[config.mk]
export PLATFORM = sky130hd
export DESIGN_NAME = pf_iod_rx_lane_aligner
export DESIGN_NICKNAME = d
export VERILOG_FILES = /design/src/rtl/pf_iod_rx_lane_aligner.sv
export SDC_FILE = /design/constraint.sdc
export NUM_CORES = 1
export LEC_CHECK = 0
export ABC_AREA = 1
export BUFFER_PORTS_ARGS = -buffer_cell sky130_fd_sc_hd__buf_2
export CAP_MARGIN = 20
export CORE_MARGIN = 5
export CORE_UTILIZATION = 45
export DETAILED_ROUTE_END_ITERATION = 16
export GPL_TIMING_DRIVEN = 0
export PLACE_DENSITY_LB_ADDON = 0.08
export SLEW_MARGIN = 30
export SYNTH_ARGS = -nofsm -noshare
export SYNTH_HDL_FRONTEND = slang
export SYNTH_SLANG_ARGS = --single-unit
[constraint.sdc]
create_clock -name FAB_CLK -period 1.8 [get_ports FAB_CLK]
set_input_delay 0.45 -clock FAB_CLK [delete_from_list [all_inputs] [get_ports FAB_CLK]]
set_output_delay 0.45 -clock FAB_CLK [all_outputs]
set_load 0.03 [all_outputs]
[src/rtl/pf_iod_rx_lane_aligner.sv]
// RX word aligner for the DDR3 PHY input IOD: trains against TRAIN_PATTERN using bit-slip.
// Optional delay-line tap sweep on slip exhaustion is enabled by `define PF_IOD_RX_DLY_SWEEP_EN.
module pf_iod_rx_lane_aligner #(
  parameter logic [3:0] TRAIN_PATTERN = 4'b1100,
  parameter int         SLIP_WAIT     = 4,
  parameter int         LOCK_COUNT    = 16,
  parameter int         MAX_TAPS      = 64
) (
  input  logic       FAB_CLK,
  input  logic       RX_SYNC_RST,
  input  logic       TRAIN_START,
  input  logic [3:0] RX_DATA_0,
  output logic       RX_BIT_SLIP,
  output logic       DELAY_LINE_MOVE_0,
  output logic       DELAY_LINE_DIRECTION_0,
  output logic       DELAY_LINE_LOAD_0,
  input  logic       DELAY_LINE_OUT_OF_RANGE_0,
  output logic [3:0] RX_WORD,
  output logic       RX_VALID,
  output logic       TRAIN_FAIL,
  output logic [1:0] SLIP_CNT
);

  localparam logic [3:0] WAIT_INIT   = 4'(SLIP_WAIT);
  localparam logic [7:0] LOCK_TARGET = 8'(LOCK_COUNT);

  typedef enum logic [2:0] {
    ST_IDLE, ST_WAIT, ST_CHECK, ST_SLIP, ST_STEP, ST_LOCKED, ST_FAIL
  } state_e;

  state_e     state_q, state_d;
  logic [3:0] waitCnt_q, waitCnt_d;
  logic [1:0] slipCnt_q, slipCnt_d;
  logic [7:0] matchCnt_q, matchCnt_d;
  logic [3:0] rxWord_q;
  logic       slipPulse_q, slipPulse_d;
  logic       valid_q, valid_d;
  logic       fail_q, fail_d;
  state_e     exhaustState;

`ifdef PF_IOD_RX_DLY_SWEEP_EN
  localparam int              TAP_W    = $clog2(MAX_TAPS);
  localparam logic [TAP_W-1:0] TAP_LAST = TAP_W'(MAX_TAPS - 1);

  logic [TAP_W-1:0] tapCnt_q, tapCnt_d;
  logic             move_q, move_d;
  logic             load_q, load_d;

  // Once all four slip positions fail, try the next delay tap unless the line is at its end.
  assign exhaustState = ((tapCnt_q < TAP_LAST) && !DELAY_LINE_OUT_OF_RANGE_0) ? ST_STEP : ST_FAIL;
`else
  logic unused_cfg;

  assign exhaustState = ST_FAIL;
  assign unused_cfg   = ^{DELAY_LINE_OUT_OF_RANGE_0, MAX_TAPS[0]};
`endif

  always_ff @(posedge FAB_CLK) begin
    if (RX_SYNC_RST) begin
      state_q     <= ST_IDLE;
      waitCnt_q   <= '0;
      slipCnt_q   <= '0;
      matchCnt_q  <= '0;
      rxWord_q    <= '0;
      slipPulse_q <= 1'b0;
      valid_q     <= 1'b0;
      fail_q      <= 1'b0;
`ifdef PF_IOD_RX_DLY_SWEEP_EN
      tapCnt_q    <= '0;
      move_q      <= 1'b0;
      load_q      <= 1'b0;
`endif
    end else begin
      state_q     <= state_d;
      waitCnt_q   <= waitCnt_d;
      slipCnt_q   <= slipCnt_d;
      matchCnt_q  <= matchCnt_d;
      rxWord_q    <= RX_DATA_0;
      slipPulse_q <= slipPulse_d;
      valid_q     <= valid_d;
      fail_q      <= fail_d;
`ifdef PF_IOD_RX_DLY_SWEEP_EN
      tapCnt_q    <= tapCnt_d;
      move_q      <= move_d;
      load_q      <= load_d;
`endif
    end
  end

  // TRAIN_START wins over every other transition, from any state.
  always_comb begin
    state_d    = state_q;
    waitCnt_d  = waitCnt_q;
    slipCnt_d  = slipCnt_q;
    matchCnt_d = matchCnt_q;
`ifdef PF_IOD_RX_DLY_SWEEP_EN
    tapCnt_d   = tapCnt_q;
`endif
    if (TRAIN_START) begin
      state_d    = ST_WAIT;
      waitCnt_d  = WAIT_INIT;
      slipCnt_d  = '0;
      matchCnt_d = '0;
`ifdef PF_IOD_RX_DLY_SWEEP_EN
      tapCnt_d   = '0;
`endif
    end else begin
      unique case (state_q)
        ST_IDLE: ;
        ST_WAIT: begin
          waitCnt_d = (waitCnt_q == 4'd0) ? 4'd0 : waitCnt_q - 4'd1;
          if (waitCnt_q <= 4'd1) state_d = ST_CHECK;
        end
        ST_CHECK: begin
          if (RX_DATA_0 == TRAIN_PATTERN) begin
            matchCnt_d = (matchCnt_q == LOCK_TARGET) ? matchCnt_q : matchCnt_q + 8'd1;
            if (matchCnt_d == LOCK_TARGET) state_d = ST_LOCKED;
          end else begin
            matchCnt_d = '0;
            state_d    = (slipCnt_q != 2'd3) ? ST_SLIP : exhaustState;
          end
        end
        ST_SLIP: begin
          slipCnt_d = slipCnt_q + 2'd1;
          waitCnt_d = WAIT_INIT;
          state_d   = ST_WAIT;
        end
`ifdef PF_IOD_RX_DLY_SWEEP_EN
        ST_STEP: begin
          tapCnt_d  = tapCnt_q + 1'b1;
          slipCnt_d = '0;
          waitCnt_d = WAIT_INIT;
          state_d   = ST_WAIT;
        end
`else
        ST_STEP:   state_d = ST_FAIL;
`endif
        ST_LOCKED: ;
        ST_FAIL:   ;
        default:   state_d = ST_IDLE;
      endcase
    end
  end

  // Outputs are decoded from the next state so every pulse leaves a flop.
  always_comb begin
    slipPulse_d = (state_d == ST_SLIP);
    valid_d     = (state_d == ST_LOCKED);
    fail_d      = (state_d == ST_FAIL);
`ifdef PF_IOD_RX_DLY_SWEEP_EN
    move_d      = (state_d == ST_STEP);
    load_d      = TRAIN_START;
`endif
  end

  assign RX_BIT_SLIP = slipPulse_q;
  assign RX_WORD     = rxWord_q;
  assign RX_VALID    = valid_q;
  assign TRAIN_FAIL  = fail_q;
  assign SLIP_CNT    = slipCnt_q;
`ifdef PF_IOD_RX_DLY_SWEEP_EN
  assign DELAY_LINE_MOVE_0      = move_q;
  assign DELAY_LINE_DIRECTION_0 = move_q;
  assign DELAY_LINE_LOAD_0      = load_q;
`else
  assign DELAY_LINE_MOVE_0      = 1'b0;
  assign DELAY_LINE_DIRECTION_0 = 1'b0;
  assign DELAY_LINE_LOAD_0      = 1'b0;
`endif

endmodule

==> metrics.yaml <==
setup_path:
  timing.reg2reg.worst_path_depth: 15
  setup.worst_path.class: "reg -> reg"
  critPathCaptureType: "register"
  reg2reg_slack_ns: 0.13
  crit_path_start_kind: "register"
  worst-endpoint-required_ns: 2.05
  worstPathMaxFanout: 5
  timing.critical_path.arrival_ns: 1.92
  worst_r2r_startpoint: "matchCnt_q[0]"
  end_of_the_worst_register_to_register_path: "RX_BIT_SLIP"
placed_design:
  dp_hpwl_um: 1920
  routabilityCongestion: 0.842
  io_buffer_count: 15
  place.detailed.instances: 234
detailed_routing:
  post_drt_wl_per_cell_um: 10.7
  detail-route-antenna-nets: 0
  detail_route.vias_per_cell: 5.00
  detail_route.drc_violations: 0
  route.final.wire_length_um: 2530
  violation_count_after_the_first_detailed_route_iteration: 67
  num_vias: 1184
  first_pass_iters: 4
synthesis:
  post_syn_area_mm2: 0.00122
  post_synth_inst_count: 186
  netlist_top_cells_area: "sky130_fd_sc_hd__dfxtp_1 39%, sky130_fd_sc_hd__nand2_1 15%, sky130_fd_sc_hd__nor2_1 9.5%, sky130_fd_sc_hd__inv_1 7.7%, sky130_fd_sc_hd__a21oi_1 6.1%"
  postSynthRegisterBits: 24
  synth_enable_flop_cells: 0
  ys_seq_area_frac: 0.392
  synth_top_area_frac: 0.392
  main_flop_type_after_synthesis: "sky130_fd_sc_hd__dfxtp_1"
  synth_top_area_cell: "sky130_fd_sc_hd__dfxtp_1"
  yosysWarningCount: 0
  syn-mean-instance-area_um2: 6.59
  ys_types: 24
  asyncSetResetFlopFracSynth: 0
power_and_ir_drop:
  power.combinational.fraction: 0.107
  p_int_mw: 0.646
  switchingPower_mw: 0.219
  vdd_drop_max_mv: 0.445
  power.leakage_nw: 0.664
  clockPowerShare: 0.262
  power.share.sequential: 0.631
  power_density_mw_per_mm2: 590
  power_switching_share: 0.253
cts:
  clock_path_buffers: 2
  numCtsBuffers: 3
  clock_tree.root_cell: "sky130_fd_sc_hd__clkbuf_4"
  ctsHtreeMaxLevel: 1
  cts_tree: "built"
  cts.sinks: 24
  cts_hold_buf: 0
  latest_clock_arrival_within_the_worst_skew_pair_ns: 0.30
  clock_transition_at_the_registers_of_the_reported_paths_ns: 0.12
global_route:
  grt_first_pass_wirelength_um: 4390
  grt_pass1_vias: 1073
  grt-ovfl-total: 0
  track_usage: 0.135
  antenna_found_initial: 0
  largest_net_degree_at_the_start_of_global_routing: 13
floorplanning:
  floorplan.die_area_mm2: 0.00387
  chipWidth_um: 62.2
  io-pin-count: 20
  std_cell_rows: 19
  die_h_um: 62.2
  effective_utilization_at_floorplan: 0.456
  core_region_area_mm2: 0.00269
layout:
  most-common-layout-cells: "44 x sky130_fd_sc_hd__nand2_1, 27 x sky130_fd_sc_hd__nor2_1, 23 x sky130_fd_sc_hd__inv_1, 19 x sky130_fd_sc_hd__dfxtp_1"
  layout_cells_sized_above_1: 0.243
  most_frequent_standard_cell_in_the_layout_excluding_fill_and_tap_cells: "sky130_fd_sc_hd__nand2_1"
  fin_cells: 237
  syn2layout_area_growth_pct: 19.6
  layout.filler_cells: 279
  nets: 219
  n_diodes: 0
job:
  maxCapViolCount: 0
timing:
  grt_setup_unrepaired: "true"
  timing_hold_violations_final: 0
  finalMaxSlewViolations: 0
  finClkSkew_ns: 0.00342
  finalSetupViolCount: 0
  final_min_period_over_clock_period: 0.925
  fin_worst_hold_slack_ns: 0.346
  finalCriticalPeriod_ns: 1.67
  max_freq_mhz: 601
worst_hold_path:
  min_delay_path_depth: 3
  whs_endpoint: "RX_WORD[3]"
  timing.hold.worst.class: "in -> reg"
  hold_startpoint: "RX_DATA_0[3]"
outcome:
  result_of_the_run: "finished, final reports clean"
-- routing by layer --
layer | part of all wire | vias up | track usage | routed length [µm]
li1 | - | 627 | - | -
met1 | 0.45 | 547 | 0.163 | 1140
met2 | 0.52 | 6 | 0.232 | 1310
met3 | 0.019 | 4 | 0.0270 | 49
met4 | 0.011 | 0 | 0.0569 | 27
met5 | 0 | - | 0 | 0
-- synthesized netlist by cell type, types with 2 or more instances --
library cell               n
sky130_fd_sc_hd__nand3_2   2
sky130_fd_sc_hd__ha_1      3
sky130_fd_sc_hd__inv_1    25
sky130_fd_sc_hd__nor2_2    2
sky130_fd_sc_hd__nand2_2   3
sky130_fd_sc_hd__nand3_1  13
sky130_fd_sc_hd__a21oi_1  15
sky130_fd_sc_hd__dfxtp_1  24
sky130_fd_sc_hd__nand2_1  48
sky130_fd_sc_hd__o21ai_0   5
sky130_fd_sc_hd__nor2_1   31
sky130_fd_sc_hd__buf_4     3
-- registers in the layout (all words and copies together) (netlist names) --
register	flops
SLIP_CNT	2
state_q	3
waitCnt_q	4
RX_VALID	1
matchCnt_q	8
RX_BIT_SLIP	1
RX_WORD	4
TRAIN_FAIL	1
-- worst max path at each step --
| stage | slack [ns] | startpoint | endpoint | cells past startpoint |
|---|---|---|---|---|
| 2_1_floorplan | 0.24 | matchCnt_q[0] | RX_BIT_SLIP | 13 |
| 5_1_grt | -0.06 | matchCnt_q[0] | RX_BIT_SLIP | 16 |
| 3_5_place_dp | -0.02 | matchCnt_q[1] | RX_BIT_SLIP | 14 |
| 4_1_cts | 0.01 | matchCnt_q[0] | RX_BIT_SLIP | 15 |
| 6_report | 0.13 | matchCnt_q[0] | RX_BIT_SLIP | 15 |
| 3_3_place_gp | 0.007 | state_q[1] | matchCnt_q[6] | 6 |
-- repair_timing --
item	4_1_cts	5_1_grt
setup endpoints to repair	4	10
setup buffers	0	0
pin swaps	0	7
resized for setup	2	29
-- metrics by stage --
step	power, mW	utilization	instance area [µm²]	worst slack [ns]	TNS, ns
finish	0.864	0.545	1470	0.135	0
global route	0.919	0.545	1470	-0.0603	-0.0650
CTS	0.877	0.511	1370	0.00978	0
detailed placement	0.650	0.501	1350	-0.0158	-0.0158
global placement	0.648	0.501	1350	0.00697	0
floorplan	0.625	-	1230	0.241	0
-- final cells by class --
class,instances,area [µm²],share of cell area
clock buffers,3,22.5,0.0154
repair buffers,15,75.1,0.0512
multi-input cells,135,714,0.488
well taps,31,38.8,0.0265
flip-flops and latches,24,492,0.336
plain buffers,3,22.5,0.0154
inverters,26,100,0.0683
-- kinds of logic (layout without fill, tap and decap cells) --
| kind of cell | Yosys count | count (layout) | synth area share |
|---|---|---|---|
| buffers and inverters | 29 | 47 | 0.0981 |
| adder cells (fa/ha/maj) | 3 | 3 | 0.0306 |
| AO/OA/AOI/OAI | 26 | 26 | 0.118 |
| other | 1 | 3 | 0.00306 |
| flip-flops | 24 | 24 | 0.392 |
| AND/OR/NAND/NOR | 103 | 103 | 0.358 |
-- power groups by stage --
stage | Sequential, mW | Combinational [mW] | Clock (mW)
2_1_floorplan | 0.571 | 0.0538 | 0
3_3_place_gp | 0.560 | 0.0886 | 0
3_5_place_dp | 0.560 | 0.0899 | 0
4_1_cts | 0.549 | 0.0903 | 0.238
5_1_grt | 0.548 | 0.104 | 0.267
6_report | 0.545 | 0.0923 | 0.227
-- critical path, cell delays in order (launching register included) --
cell,delay [ns]
sky130_fd_sc_hd__dfxtp_4,0.41
sky130_fd_sc_hd__ha_4,0.17
sky130_fd_sc_hd__nand3_4,0.09
sky130_fd_sc_hd__nor2_2,0.11
sky130_fd_sc_hd__nor2_1,0.05
sky130_fd_sc_hd__nor2_1,0.09
sky130_fd_sc_hd__nand2_1,0.06
sky130_fd_sc_hd__nor2_1,0.10
sky130_fd_sc_hd__nand2_1,0.08
sky130_fd_sc_hd__nand2_1,0.09
sky130_fd_sc_hd__nand2_1,0.05
sky130_fd_sc_hd__nand2_1,0.06
sky130_fd_sc_hd__nand2_2,0.06
sky130_fd_sc_hd__nand2_2,0.06
sky130_fd_sc_hd__nand2_1,0.06
sky130_fd_sc_hd__nor2_2,0.07
Note: power is estimated with default switching activity, not from simulation.
